===== config.mk =====
export PLATFORM = sky130hd
export DESIGN_NAME = reg_op_sequencer
export DESIGN_NICKNAME = d
export VERILOG_FILES = /design/src/rtl/reg_op_sequencer.sv
export SDC_FILE = /design/constraint.sdc
export NUM_CORES = 1
export LEC_CHECK = 0
export ABC_AREA = 1
export BUFFER_PORTS_ARGS = -buffer_cell sky130_fd_sc_hd__buf_4
export CAP_MARGIN = 20
export CORE_UTILIZATION = 40
export DETAILED_ROUTE_END_ITERATION = 10
export GPL_ROUTABILITY_DRIVEN = 1
export SYNTH_ARGS = -nofsm -noshare
export SYNTH_HDL_FRONTEND = slang
export SYNTH_SLANG_ARGS = --single-unit

===== constraint.sdc =====
create_clock -name clk -period 4.15 [get_ports clk]
set_input_delay 0.2075 -clock clk [delete_from_list [all_inputs] [get_ports clk]]
set_output_delay 0.2075 -clock clk [all_outputs]
set_load 0.005 [all_outputs]

===== src/rtl/reg_op_sequencer.sv =====
// reg_op_sequencer: expands one register operation at a time into the
// read/write cycles of a 32 x 8 register file (combinational read,
// falling-edge write). All port signals come straight from flops.
module reg_op_sequencer #(
  parameter int unsigned ADDR_W = 5,
  parameter int unsigned DATA_W = 8
) (
  input  logic              clk,
  input  logic              rst_n,
  input  logic              cmd_valid,
  output logic              cmd_ready,
  input  logic [2:0]        cmd_op,
  input  logic [ADDR_W-1:0] cmd_ra,
  input  logic [ADDR_W-1:0] cmd_rb,
  input  logic [DATA_W-1:0] cmd_imm,
  output logic [ADDR_W-1:0] rf_addr,
  output logic [DATA_W-1:0] rf_wdata,
  output logic              rf_we,
  input  logic [DATA_W-1:0] rf_rdata,
  output logic              done,
  output logic [DATA_W-1:0] result,
  output logic              carry
);

  localparam logic [2:0] OP_NOP  = 3'b000;
  localparam logic [2:0] OP_WRI  = 3'b001;
  localparam logic [2:0] OP_MOV  = 3'b010;
  localparam logic [2:0] OP_SWAP = 3'b011;
  localparam logic [2:0] OP_INC  = 3'b100;
  localparam logic [2:0] OP_DEC  = 3'b101;
  localparam logic [2:0] OP_CLR  = 3'b110;
  localparam logic [2:0] OP_RD   = 3'b111;

  typedef enum logic [2:0] {
    ST_IDLE,
    ST_RD_A,
    ST_RD_B,
    ST_WR_A,
    ST_WR_B,
    ST_CLR
  } state_t;

  state_t            state;
  logic [2:0]        op_q;
  logic [ADDR_W-1:0] ra_q;
  logic [ADDR_W-1:0] rb_q;
  logic [ADDR_W-1:0] idx;
  logic [DATA_W-1:0] tmp;
  // pend marks the wrap-up cycle in IDLE before done/result are published
  logic              pend;
  logic              fin_upd;
  logic [DATA_W-1:0] fin_res;
  logic              fin_carry;

  // Sequencer FSM with registered port, handshake and completion outputs
  always_ff @(posedge clk) begin
    if (!rst_n) begin
      state     <= ST_IDLE;
      pend      <= 1'b0;
      cmd_ready <= 1'b1;
      rf_addr   <= '0;
      rf_wdata  <= '0;
      rf_we     <= 1'b0;
      done      <= 1'b0;
      result    <= '0;
      carry     <= 1'b0;
    end else begin
      done <= 1'b0;
      case (state)
        ST_IDLE: begin
          if (pend) begin
            pend      <= 1'b0;
            done      <= 1'b1;
            cmd_ready <= 1'b1;
            carry     <= fin_carry;
            if (fin_upd) result <= fin_res;
          end else if (cmd_valid && cmd_ready) begin
            op_q      <= cmd_op;
            ra_q      <= cmd_ra;
            rb_q      <= cmd_rb;
            cmd_ready <= 1'b0;
            fin_upd   <= 1'b1;
            fin_carry <= 1'b0;
            fin_res   <= '0;
            case (cmd_op)
              OP_WRI: begin
                state    <= ST_WR_A;
                rf_addr  <= cmd_ra;
                rf_wdata <= cmd_imm;
                rf_we    <= 1'b1;
              end
              OP_MOV: begin
                state   <= ST_RD_A;
                rf_addr <= cmd_rb;
              end
              OP_SWAP, OP_INC, OP_DEC, OP_RD: begin
                state   <= ST_RD_A;
                rf_addr <= cmd_ra;
              end
              OP_CLR: begin
                if (cmd_ra <= cmd_rb) begin
                  state    <= ST_CLR;
                  idx      <= cmd_ra;
                  rf_addr  <= cmd_ra;
                  rf_wdata <= '0;
                  rf_we    <= 1'b1;
                end else begin
                  pend <= 1'b1;
                end
              end
              default: begin
                pend    <= 1'b1;
                fin_upd <= 1'b0;
              end
            endcase
          end
        end

        ST_RD_A: begin
          case (op_q)
            OP_MOV: begin
              state    <= ST_WR_A;
              rf_addr  <= ra_q;
              rf_wdata <= rf_rdata;
              rf_we    <= 1'b1;
            end
            OP_SWAP: begin
              state   <= ST_RD_B;
              tmp     <= rf_rdata;
              rf_addr <= rb_q;
            end
            OP_INC: begin
              state    <= ST_WR_A;
              rf_addr  <= ra_q;
              rf_wdata <= rf_rdata + DATA_W'(1);
              rf_we    <= 1'b1;
            end
            OP_DEC: begin
              state    <= ST_WR_A;
              rf_addr  <= ra_q;
              rf_wdata <= rf_rdata - DATA_W'(1);
              rf_we    <= 1'b1;
            end
            default: begin
              state    <= ST_IDLE;
              pend     <= 1'b1;
              fin_res  <= rf_rdata;
              rf_addr  <= '0;
              rf_wdata <= '0;
              rf_we    <= 1'b0;
            end
          endcase
        end

        // Second SWAP read: old rb goes straight out as the write to ra
        ST_RD_B: begin
          state    <= ST_WR_A;
          rf_addr  <= ra_q;
          rf_wdata <= rf_rdata;
          rf_we    <= 1'b1;
        end

        ST_WR_A: begin
          if (op_q == OP_SWAP) begin
            state    <= ST_WR_B;
            rf_addr  <= rb_q;
            rf_wdata <= tmp;
          end else begin
            state     <= ST_IDLE;
            pend      <= 1'b1;
            fin_res   <= rf_wdata;
            fin_carry <= ((op_q == OP_INC) && (rf_wdata == '0)) ||
                         ((op_q == OP_DEC) && (rf_wdata == '1));
            rf_addr   <= '0;
            rf_wdata  <= '0;
            rf_we     <= 1'b0;
          end
        end

        ST_WR_B: begin
          state    <= ST_IDLE;
          pend     <= 1'b1;
          fin_res  <= tmp;
          rf_addr  <= '0;
          rf_wdata <= '0;
          rf_we    <= 1'b0;
        end

        // idx never exceeds rb_q, so reaching r31 ends without wrapping
        ST_CLR: begin
          if (idx == rb_q) begin
            state    <= ST_IDLE;
            pend     <= 1'b1;
            rf_addr  <= '0;
            rf_wdata <= '0;
            rf_we    <= 1'b0;
          end else begin
            idx     <= idx + ADDR_W'(1);
            rf_addr <= idx + ADDR_W'(1);
          end
        end

        default: begin
          state    <= ST_IDLE;
          rf_addr  <= '0;
          rf_wdata <= '0;
          rf_we    <= 1'b0;
        end
      endcase
    end
  end

endmodule


==> metrics.md, run 1 <==
| Metric | Value |
|---|---|
| Largest net degree at the start of global routing | 27 |
| Design area | 0.004506 mm² |
| Syn Nets | 526 |
| Synth area leaders | edfxtp_1 (29%), dfxtp_1 (15%), nand2_1 (15%), inv_1 (5.9%), nand3_1 (4.5%) |
| Gr usage total | 0.2043 |
| Setup crit end kind | flip-flop |
| Routed WL per cell | 14.34 µm |
| Worst setup endpoint | rf_wdata[7] |
| Clk_lat worst skew | 0.35 ns |
| Clock network fraction of design power | 0.275 |
| Global-route wire length before repair | 15,530 µm |
| Worst-case clock skew | about 0.011 ns |
| DRT Pass-1 Iters | 5 |
| Post-synth top cells | nand2_1 (153), inv_1 (59), edfxtp_1 (36) |
| Max Slew Vio Count | 0 |
| Synth Instances | 481 |
| Layout cell share with drive strength beyond 1 | 0.1869 |
| Crit path max-delay cell type | edfxtp_1 |
| Crit-path max FO | 7 |
| Async set-reset flop share out of synthesis | 0 |
| DIE AREA | 0.009801 mm² |
| Worst r2r src | op_q[1] |
| Post-route antenna net violation count | 0 |
| GPL Wtd Cong | 0.8622 |
| R2R Setup Slk | between 1.5 and 2 ns |
| Most common cell on crit path | nand2_1 |
| Worst hold start | cmd_rb[1] |
| Routed WL | 9492 µm |
| DRC errors left | 0 |
| Clock Pin Slew Worst Setup and Hold Paths | 0.08 ns |
| Clock Sinks | 65 |
| CTS tree | yes |
| Diodes inserted | 0 |
| Routed via count | 3,402 |
| Layout area overhead | 19.71% |
| Placed cell areas | 0.004302 mm² |
| H-tree levels | 3 |
| GRT overflow | 0 |
| Seq/Total Area, Yosys | 0.4415 |
| Post-synth top area share | 0.2872 |
| Initial antenna violation count | 0 |
| Mux cell area share after synthesis | 0 |
| Final Hold Viols | 0 |
| Detail Placement HPWL | 7337 µm |
| IO Port Bufs | 56 |
| Synth Area in Simple Gates | 0.3175 |
| Vias per cell | 5.139 |
| Vias in the first global route | 3,114 |
| Max clock buf depth | 2 |
| R2R cell count | 13 |
| Cell accounting for the most synthesized area | edfxtp_1 |
| Startpoint types | flip-flop |
| Synth warn | 0 |
| Max stage delay on crit path | about 0.4 ns |
| Sw Ratio | 0.3504 |
| R2r endpoint | rf_wdata[7] |
| Worst-margin pin slew | 0.9165 ns |
| Nets@finish | 591 |
| Boundary Pins | 57 |
| Root Buffer | clkbuf_8 |
| Initial core utilization | 0.4093 |
| Die Width | 99 µm |
| Initial DRC Count | 289 |
| Status | finished, final reports clean |
| Yosys cell types | 39 |
| Cts hold-fix bufs | 0 |
| Post-CTS setup buffer count | 0 |
| Rel. slew slack | 0.3843 |
| Worst hold-check path type | input pin to flip-flop |
| CP Data Arrival Time | 2.47 ns |
| Synth Register Bits | 65 |
| Synth Flop Type | edfxtp_1 |
| Combinational share of power | 0.294 |
| Fin Setup TNS | 0 ns |
| Leak pwr | 0.001991 µW |
| Net Sw Power | 658.2 µW |
| Crit-path cells | inv_1 -> nand3_1 -> inv_1 -> ha_1 -> a21oi_1 -> nand2_1 -> nand2_1 -> nand2_1 -> nand2_1 -> nand3_1 -> nand2_1 -> nand2_1 -> a21oi_1 |
| Total CTS buffers | 9 |
| Setup CP Type | flip-flop to flip-flop |
| Reg power frac | 0.431 |
| Most common cell in the netlist | nand2_1 |
| Num rows | 35 |
| Maximum resistive drop on vdd | 201.7 µV |
| Post-synthesis compound-gate area fraction | 0.1104 |
| Post-synth EDFFs | 36 |
| Synth Cell Area | 0.003764 mm² |
| Die Y | 99 µm |
| Util after Layout | 0.4899 |
| Worst endpoint required time | 4.44 ns |
| Syn avg cell area | 7.825 µm² |
| Fmax | around 460 MHz |
| Int Power | 1220 µW |
| Critical path launch point | op_q[1] |
| Fin crit share | 0.5255 |
| Max Cap Viol | 0 |
| Unrepaired setup endpoints after global routing | false |
| CTS resizes | 0 |
| WHS Path Cells | 1 |
| Ratio of total power to cell area | 416.9 mW/mm² |
| Largest family of logic cells by synthesized area | simple AND/OR/NAND/NOR gates |
| Adder-cell area share of the yosys netlist | 0.04521 |
| Finish-stage setup viols | 0 |
| Min Tclk post-route | 2.181 ns |
| Synth Area in XOR/XNOR | 0.01164 |
| Core box area | 0.009196 mm² |
sequential cells by signal (all words and copies together), names as in the netlist:
signal	cells
cmd_ready	1
pend	1
ra_q	5
rf_addr	5
rb_q	5
result	8
carry	1
idx	5
fin_res	8
rf_we	1
op_q	3
state	3
fin_upd	1
tmp	8
rf_wdata	8
fin_carry	1
done	1
routing by layer:
layer	global-route usage	vias up	part of all wire
li1	-	1724	-
met1	0.3088	1562	0.52
met2	0.2910	102	0.42
met3	0.03333	14	0.046
met4	0.07463	0	0.017
met5	0	-	0
worst min-delay path by stage:
stage / end
final: rb_q[1]
after global routing: rb_q[1]
after CTS: rb_q[1]
after detailed placement: rb_q[1]
after global placement: rb_q[2]
after floorplan: op_q[0]
critical path, delay by kind of cell (launching register included):
| family | cells | cell delay [ns] |
|---|---|---|
| fa+ha+maj | 1 | 0.34 |
| flops | 1 | 0.41 |
| simple gates | 8 | 0.66 |
| compound gates | 2 | 0.35 |
| buf+inv | 2 | 0.37 |
cell families (layout without fill, tap and decap cells):
group | Yosys count | in the layout
AO/OA/AOI/OAI | 71 | 71
XOR/XNOR | 5 | 5
adder cells (fa/ha/maj) | 13 | 13
buffers and inverters | 70 | 140
flip-flops | 65 | 65
AND/OR/NAND/NOR | 257 | 257
layout make-up:
cell class	count	area [µm²]
clock buffer	10	148.9
clock inverter	6	38.79
fill	948	4691
inverter	65	244.0
multi-input combinational	346	1829
sequential	65	1662
tap	111	138.9
timing repair buffer	59	444.2
metrics by stage:
| step | setup slack, ns | power (µW) | cells | hold slack (ns) |
|---|---|---|---|---|
| 6_report | 1.969 | 1878 | 662 | 0.04349 |
| 5_1_grt | 1.693 | 1989 | 662 | 0.03157 |
| 4_1_cts | 1.676 | 1877 | 660 | 0.03498 |
| 3_5_place_dp | 1.695 | 1365 | 644 | 0.3985 |
| 3_3_place_gp | 1.860 | 1358 | 644 | 0.3973 |
| 2_1_floorplan | 2.003 | 1174 | 481 | 0.3064 |
power by group through the flow:
| stage | clock [µW] | combinational [µW] | sequential [µW] |
|---|---|---|---|
| final | 516 | 552 | 810 |
| after global routing | 554 | 616 | 819 |
| after CTS | 523 | 542 | 812 |
| after detailed placement | 0 | 539 | 826 |
| after global placement | 0 | 535 | 823 |
| after floorplan | 0 | 358 | 816 |
cells in the final DEF, fill, tap and decap left out, types with 3 or more instances in the layout:
| cell | synthesis | layout |
|---|---|---|
| nand2_2 | 3 | 3 |
| o211ai_1 | 7 | 7 |
| dfxtp_1 | 29 | 29 |
| a21oi_1 | 31 | 31 |
| nand3b_1 | 4 | 4 |
| nor2_4 | 3 | 3 |
| nor2_2 | 4 | 4 |
| ha_1 | 12 | 12 |
| nor3_1 | 5 | 4 |
| clkbuf_8 | 0 | 9 |
| inv_2 | 5 | 5 |
| xor2_1 | 3 | 3 |
| nand4_1 | 12 | 12 |
| nand2_4 | 5 | 5 |
| edfxtp_1 | 36 | 36 |
| nand3_1 | 34 | 34 |
| clkinv_2 | 0 | 3 |
| o21ai_0 | 19 | 19 |
| inv_1 | 59 | 59 |
| nor2_1 | 29 | 29 |
| nand2_1 | 153 | 153 |
| buf_4 | 0 | 57 |
Power figures use the tool's default switching activity.
==> inputs of run 2 (changes only) <==
==> constraint.sdc (replaced) <==
create_clock -name clk -period 2 [get_ports clk]
set_input_delay 0.1 -clock clk [delete_from_list [all_inputs] [get_ports clk]]
set_output_delay 0.1 -clock clk [all_outputs]
set_load 0.005 [all_outputs]
==> metrics.md, run 2 (synthesis gave the netlist of run 1 again) <==
| Metric | Value |
|---|---|
| Status | finished, final reports clean |
| Worst setup endpoint | rf_wdata[4] |
| Worst r2r src | op_q[2] |
| Clock Pin Slew Worst Setup and Hold Paths | 0.08 ns (about the same) |
| Root Buffer | clkbuf_8 |
| Critical path launch point | op_q[2] |
| Diodes inserted | 0 (unchanged) |
| Dpl ws | -0.01723 ns (-1.712 ns) |
| Initial core utilization | 0.4093 (unchanged) |
| Worst hold-check path type | input pin to flip-flop |
| Fillers | 891 (-6.0%) |
| Maximum resistive drop on vdd | 352.4 µV (+75%) |
| Worst-case clock skew | 0.01306 ns (+0.002508 ns) |
| Clk_lat worst skew | 0.35 ns (about the same) |
| Worst setup margin | 0.1027 ns (-1.866 ns) |
| Util after Layout | 0.5418 (+0.05184) |
| CP Data Arrival Time | 2.18 ns (-0.29 ns) |
| Gr usage total | 0.2081 (+0.003805) |
| Post-route antenna net violation count | 0 (unchanged) |
| Detail Placement HPWL | 7412 µm (+1.0%) |
| Fin crit share | 0.9487 (+0.4231) |
| Max Cap Viol | 0 (unchanged) |
| GRT overflow | 0 (unchanged) |
| Routed WL | 9852 µm (+3.8%) |
| Rel. slew slack | 0.7200 (+0.3357) |
| DRT Pass-1 Iters | 5 (unchanged) |
| Routed WL per cell | 14.01 µm (-2.3%) |
| Kind of cell adding the most delay to the critical path | simple AND/OR/NAND/NOR gates |
| R2r endpoint | rf_wdata[4] |
| Leak pwr | 0.002183 µW (+9.6%) |
| Commonest non-fill, non-tap cell in the layout | nand2_1 |
| GPL Wtd Cong | 0.8613 (-0.10%) |
| Fmax | 527.1 MHz (+15%) |
| Worst endpoint required time | 2.28 ns (-2.16 ns) |
| Most frequent cells in the layout | nand2_1 (151), buf_4 (78), inv_1 (57) |
| Final Hold Viols | 0 (unchanged) |
| R2R cell count | 11 (-2) |
| Layout cell share with drive strength beyond 1 | 0.2314 (+0.04449) |
| Min Tclk post-route | 1.897 ns (-0.2837 ns) |
| CTS tree | yes |
| Crit-path cells | nand3_2 -> clkinv_4 -> buf_4 -> fa_2 -> nand2_1 -> nand2_1 -> nand2_1 -> nand3_1 -> nand3_1 -> nand2_1 -> a21oi_1 |
| WHS Path Cells | 4 (+3) |
| Layout area overhead | 32.38% |
| Die Y | 99 µm (unchanged) |
| Clock Sinks | 65 (unchanged) |
| Finish-stage setup viols | 0 (unchanged) |
| Routed via count | 3,525 (+3.6%) |
| Nets@finish | 632 (+6.9%) |
| H-tree levels | 3 (unchanged) |
| Num rows | 35 (unchanged) |
| Crit path depth | 11 (-2) |
| Ratio of total power to cell area | 821.9 mW/mm² (+97%) |
| Crit path max-delay cell type | edfxtp_1 |
| Global-route wire length before repair | 15,830 µm (+2.0%) |
| Setup CP Type | flip-flop to flip-flop |
| Vias per cell | 5.014 (-2.4%) |
| DRC errors left | 0 (unchanged) |
| Total CTS buffers | 9 (unchanged) |
| Vias in the first global route | 3,227 (+3.6%) |
| Max Slew Vio Count | 0 (unchanged) |
| Worst-margin pin slew | 0.4196 ns (-0.4969 ns) |
| DIE AREA | 0.009801 mm² (unchanged) |
| Largest net degree at the start of global routing | 23 (-15%) |
| Startpoint types | flip-flop |
| Crit-path max FO | 5 (-2) |
| Max stage delay on crit path | 0.44 ns (+0.03 ns) |
| R2R Setup Slk | 0.10 ns (-1.87 ns) |
| IO Port Bufs | 56 (unchanged) |
| Initial DRC Count | 242 (-16%) |
| Critical path buffers and inverters | 2 (unchanged) |
| Most common cell on crit path | nand2_1 |
| Core box area | 0.009196 mm² (unchanged) |
| Die Width | 99 µm (unchanged) |
| Boundary Pins | 57 (unchanged) |
| Setup crit end kind | flip-flop |
| Max clock buf depth | 2 (unchanged) |
| Initial antenna violation count | 0 (unchanged) |
run 2: changes by cell type in the layout (fill, tap and decap cells not counted), moves of 3 or more:
cell / delta
buf_4: +21
dlygate4sd3_1: +21
ha_1: -4
ha_4: +4
nand3_1: -3
nand3_2: +3
run 2: worst min path at each step:
stage | start | endpoint
global placement | cmd_ra[0] | ra_q[0]
detailed placement | cmd_ra[0] | ra_q[0]
CTS | cmd_valid | cmd_ready
global route | rst_n | rf_we
floorplan | cmd_op[0] | op_q[0]
finish | cmd_valid | cmd_ready
run 2: metal layers:
layer,GRT usage,vias up,part of all wire,wire length [µm]
met5,0,-,0,0
met4,0.06774,0,0.012,120
met3,0.03617,12,0.045,447
met2,0.3039,98,0.44,4309
met1,0.3099,1602,0.50,4975
li1,-,1813,-,-
run 2: stage by stage:
stage	area, µm²	total power, µW	hold WS (ns)	cells	TNS (ns)
after global placement	4414	2885	0.2904	659	0
final	4982	4095	0.02069	703	0
after global routing	4982	4343	0.01578	703	-0.1071
after detailed placement	4414	2898	0.2937	659	-0.02817
after floorplan	3769	2439	0.1989	481	0
after CTS	4832	4070	0.01137	696	0
run 2: timing repair:
item | CTS | global route
hold buffers | 21 | 0
endpoints found under the hold margin | 21 | 0
gates resized for setup | 1 | 16
pin swaps | 0 | 2
endpoints found under the setup margin | 3 | 11
buffers inserted | 0 | 7
run 2: final cells by class:
class,instances,area [µm²],share of cell area
Sequential cell,65,1662,0.3335
Clock buffer,11,173.9,0.03491
Tap cell,111,138.9,0.02788
Timing Repair Buffer,100,815.8,0.1637
Clock inverter,5,33.78,0.006781
Inverter,65,249.0,0.04997
Multi-Input combinational cell,346,1909,0.3832
run 2: worst register-to-register path: cells and delay by family (launching register included):
| family | cells | cell delay, ns |
|---|---|---|
| and+or+nand+nor | 7 | 0.62 |
| DFF | 1 | 0.44 |
| adders and majority gates | 1 | 0.37 |
| buffers and inverters | 2 | 0.25 |
| AOI/OAI and AO/OA | 1 | 0.14 |
run 2: power by group:
group	internal, µW	switching (µW)
clock network	601	539
registers	1580	97.7
logic	521	754
